## src/rtl/as_watchdog.sv

```systemverilog
// AS heartbeat watchdog: arms on a heartbeat edge train, trips on timeout.
// Optional minimum-interval check with `define AS_WDG_WINDOW_EN.
//
// Ports:
//   clk          rising-edge clock
//   reset        synchronous active-high reset
//   Heartbeat    async toggle from the AS computer (both edges count)
//   Fault_clear  single-cycle request to leave TRIPPED
//   Watchdog     1 = AS healthy (registered, glitch-free)
//   Wdg_state    00 IDLE, 01 ARMING, 10 OK, 11 TRIPPED
//   Fault_code   00 none, 01 timeout, 10 too-fast edge
module as_watchdog #(
    parameter int TIMEOUT_CYCLES    = 1000,
    parameter int ARM_EDGES         = 4,
    parameter int MIN_PERIOD_CYCLES = 10
) (
    input  logic       clk,
    input  logic       reset,
    input  logic       Heartbeat,
    input  logic       Fault_clear,
    output logic       Watchdog,
    output logic [1:0] Wdg_state,
    output logic [1:0] Fault_code
);

    localparam int TW = $clog2(TIMEOUT_CYCLES + 1);
    localparam int CW = $clog2(ARM_EDGES + 1);

    typedef enum logic [1:0] {
        S_IDLE = 2'b00,
        S_ARM  = 2'b01,
        S_OK   = 2'b10,
        S_TRIP = 2'b11
    } state_t;

    localparam logic [1:0] FC_NONE    = 2'b00;
    localparam logic [1:0] FC_TIMEOUT = 2'b01;
    localparam logic [1:0] FC_FAST    = 2'b10;

    state_t          r_state;
    logic            r_sync1;
    logic            r_sync2;
    logic            r_sync3;
    logic [TW-1:0]   r_timer;
    logic [CW-1:0]   r_cnt;
    logic [1:0]      r_fault;
    logic            r_wdg;

    state_t          w_nstate;
    logic [1:0]      w_nfault;
    logic [CW-1:0]   w_ncnt;
    logic [CW-1:0]   w_cnt_inc;
    logic            w_edge;
    logic            w_timeout;
    logic            w_too_fast;
    logic            w_clear;

    assign w_edge    = r_sync2 ^ r_sync3;
    assign w_timeout = (r_timer == TW'(TIMEOUT_CYCLES - 1));
    assign w_cnt_inc = r_cnt + CW'(1);
    assign w_clear   = (r_state == S_TRIP) && Fault_clear;

`ifdef AS_WDG_WINDOW_EN
    assign w_too_fast = w_edge &&
                        (r_timer < TW'(MIN_PERIOD_CYCLES - 1));
`else
    assign w_too_fast = 1'b0;
`endif

    // Next-state logic; an edge outranks a same-cycle timeout.
    always_comb begin
        w_nstate = r_state;
        w_nfault = r_fault;
        w_ncnt   = r_cnt;
        case (r_state)
            S_IDLE: begin
                if (w_edge) begin
                    w_ncnt   = CW'(1);
                    w_nstate = (ARM_EDGES == 1) ? S_OK : S_ARM;
                end
            end
            S_ARM, S_OK: begin
                if (w_too_fast) begin
                    w_nstate = S_TRIP;
                    w_nfault = FC_FAST;
                end else if (w_edge) begin
                    if (r_state == S_ARM) begin
                        w_ncnt = w_cnt_inc;
                        if (w_cnt_inc >= CW'(ARM_EDGES)) begin
                            w_nstate = S_OK;
                        end
                    end
                end else if (w_timeout) begin
                    w_nstate = S_TRIP;
                    w_nfault = FC_TIMEOUT;
                end
            end
            S_TRIP: begin
                if (Fault_clear) begin
                    w_nstate = S_IDLE;
                    w_nfault = FC_NONE;
                    w_ncnt   = '0;
                end
            end
            default: w_nstate = S_IDLE;
        endcase
    end

    always_ff @(posedge clk) begin
        if (reset) begin
            r_sync1 <= 1'b0;
            r_sync2 <= 1'b0;
            r_sync3 <= 1'b0;
            r_state <= S_IDLE;
            r_fault <= FC_NONE;
            r_cnt   <= '0;
            r_timer <= '0;
            r_wdg   <= 1'b0;
        end else begin
            r_sync1 <= Heartbeat;
            r_sync2 <= r_sync1;
            r_sync3 <= r_sync2;
            r_state <= w_nstate;
            r_fault <= w_nfault;
            r_cnt   <= w_ncnt;
            // Watchdog tracks the state register entering/leaving OK.
            r_wdg   <= (w_nstate == S_OK);
            if (w_clear || w_edge) begin
                r_timer <= '0;
            end else if (r_timer != TW'(TIMEOUT_CYCLES)) begin
                r_timer <= r_timer + TW'(1);
            end
        end
    end

    assign Watchdog   = r_wdg;
    assign Wdg_state  = r_state;
    assign Fault_code = r_fault;

endmodule

```

## config.mk

```make
export PLATFORM = sky130hd
export DESIGN_NAME = as_watchdog
export DESIGN_NICKNAME = d
export VERILOG_FILES = /design/src/rtl/as_watchdog.sv
export SDC_FILE = /design/constraint.sdc
export NUM_CORES = 1
export LEC_CHECK = 0
export ABC_AREA = 1
export ABC_CLOCK_PERIOD_IN_PS = 2400
export CORE_MARGIN = 2
export CORE_UTILIZATION = 35
export DETAILED_ROUTE_END_ITERATION = 7
export SETUP_SLACK_MARGIN = 0.4
export SYNTH_ARGS = -nofsm -noshare
export SYNTH_HDL_FRONTEND = slang
export SYNTH_SLANG_ARGS = --single-unit
```

## constraint.sdc

```tcl
create_clock -name clk -period 2.4 [get_ports clk]
set_clock_uncertainty 0.2 [all_clocks]
set_input_delay 0.48 -clock clk [delete_from_list [all_inputs] [get_ports clk]]
set_output_delay 0.48 -clock clk [all_outputs]
set_load 0.01 [all_outputs]
```

==> results.yml <==
die:
  rows: 19
  die_area_um2: 3490
  start_util_pct: 37.5
  die_h_um: 59.1
  die_w_um: 59.1
  io_pins: 9
  core_area_um2: 2830
clock_network:
  postCtsHoldBufs: 0
  cts_resized: 0
  clockBufferDepth: 2
  post_cts_buffers: 0
  cts_tree: "built"
  cts.htree.levels: 1
  cts_buffers: 3
  clkTransAtPathRegs_ps: 110
  cts_root_buf: "clkbuf_4"
  cts_sinks: 20
  clk-insertion-delay-late_ps: 300
setup_path:
  arrival_ps: 1230
  start_kind: "flip-flop"
  regToRegEndpoint: "r_cnt[0]$_SDFFE_PP0P_"
  r2r-start: "Wdg_state[1]$_SDFF_PP0_"
  crit_slowest_cell: "clkdlybuf4s50_1"
  cp_data_required_time_ps: 1720
  worstSetupPathType: "reg -> out"
  critPathMaxFanout: 6
  crit_path_max_incr_delay_ps: 540
  rrSetupSlack_ps: 630
  crit_buf_inv: 1
  ff2ff_path_depth: 7
  cp-end-kind: "output pin"
  crit_family: "buffers and inverters"
  crit_chain: "clkdlybuf4s50_1"
run:
  max_cap_violations: 0
sta:
  rsz0062_at_grt: "no"
  hold_viol: 0
  fin_crit_ps: 1910
  setup_slack_ps: 488
  layout_worst_path_cycle_share_pct: 79.7
  tns_ps: 0
  setup_viol: 0
  clock.fmax_mhz: 523
  maxSlewViolCount: 0
cells_and_area:
  final_common_cell: "inv_1"
  finish.utilization_pct: 42.6
  nets: 171
  fin_area_um2: 1200
  drive_above_1_share_pct: 8.23
  diodes: 0
  final_cell_mix: "inv_1 (27), nand2_1 (26), dfxtp_1 (18)"
  final_cells: 189
  area_growth_syn_to_layout_pct: 13.4
grt:
  antenna_found_initial: 0
  grt_pass1_wl_um: 3610
  grt_pass1_vias: 884
  grtUsageTotal_pct: 13.4
  grt_overflow_total: 0
  grt_max_degree: 12
logic_synthesis:
  seq_area_frac_synth_pct: 37.7
  syn_area_um2: 1060
  synth-seq-cells: 20
  ys_types: 27
  avgSynthCellArea_um2: 7.18
  synth_fp_nets: 160
  synthCells: 148
  ys.warnings.count: 0
place:
  postPlaceCellArea_um2: 1170
  numPortBuffers: 7
  hpwlAfterDp_um: 1540
  place_congestion: 0.879
  placedCellCount: 185
  pre_cts_ws_ps: 403
routing:
  ant_nets: 0
  drt-initial-drc-count: 59
  drt_pass1_iterations: 4
  wl_per_cell_um: 10.4
  viasPerCell: 4.84
  wirelength_um: 1970
  vias: 915
  drc_errors: 0
pwr:
  powerDensity_nw_per_um2: 504
  ir_drop_mv: 0.227
  p_leak_uw: 0.000517
hold_path:
  hold_class: "reg -> reg"
  hp-start: "r_sync1$_SDFF_PP0_"
  holdPathStages: 2
  min_to: "r_sync2$_SDFF_PP0_"
run_status:
  run_status: "finished, final reports clean"
[final cells by class]
type / count / area, um2
fill: 297 / 1620
timing repair buffer: 8 / 77.6
sequential: 20 / 403
multi-input combinational: 98 / 544
clock buffer: 4 / 36.3
tap: 31 / 38.8
inverter: 28 / 105
[cells in the mapped netlist, drive strengths merged]
cell type  instances  area (um2)
inv               28         105
nand2             27         104
dfxtp             20         400
nor2              14        60.1
a21oi             11        55.1
o21ai             10        50.1
ha                 8         100
nand3              8        45.0
nor3               5        30.0
nand4              3        18.8
or2                3        18.8
buf                2        12.5
nand3b             2        15.0
xor2               2        17.5
a31oi              1        6.26
conb               1        3.75
nor4               1        6.26
o31ai              1        7.51
or3                1        6.26
[power by group]
part	total, uW	switching [uW]	leakage (uW)	internal (uW)
registers	349	7.74	0.000163	342
clock network	195	103	0.0000210	92.5
logic	62.8	37.5	0.000332	25.2
total	607	148	0.000517	459
[flip-flops by register name (all words and copies together), names as in the netlist]
register,flops
r_timer,10
r_cnt,3
Wdg_state,2
Fault_code,1
Watchdog,1
r_sync1,1
r_sync2,1
r_sync3,1
[worst max path at each step]
| stage | startpoint | endpoint | slack [ps] | cells past startpoint |
|---|---|---|---|---|
| after floorplan | Wdg_state[1]$_SDFF_PP0_ | r_cnt[0]$_SDFFE_PP0P_ | 650 | 7 |
| after global placement | Fault_clear | r_cnt[0]$_SDFFE_PP0P_ | 450 | 7 |
| after detailed placement | Fault_clear | r_cnt[0]$_SDFFE_PP0P_ | 400 | 7 |
| after CTS | Wdg_state[0]$_SDFF_PP0_ | Wdg_state[0] | 410 | 1 |
| after global routing | Wdg_state[0]$_SDFF_PP0_ | Wdg_state[0] | 440 | 1 |
| final | Wdg_state[0]$_SDFF_PP0_ | Wdg_state[0] | 490 | 1 |
[per-layer routing]
layer | wire length (um) | global-route usage (%)
met1 | 972 | 17.6
met2 | 911 | 20.6
met3 | 65 | 1.97
met4 | 18 | 8.12
met5 | 0 | 0
[through the flow]
stage	total power, uW	hold WS, ps
detailed placement	419	205
finish	607	218
CTS	614	222
global route	636	230
global placement	417	196
floorplan	399	188
[kinds of logic after synthesis]
family,count (synthesis),synth area share (%)
AND/OR/NAND/NOR,64,28.6
XOR/XNOR,2,1.65
other,1,0.353
buffers and inverters,30,11.1
flip-flops,20,37.7
adder cells (fa/ha/maj),8,9.42
AO/OA/AOI/OAI,23,11.2
No activity file was read; power rests on OpenSTA's default activity.
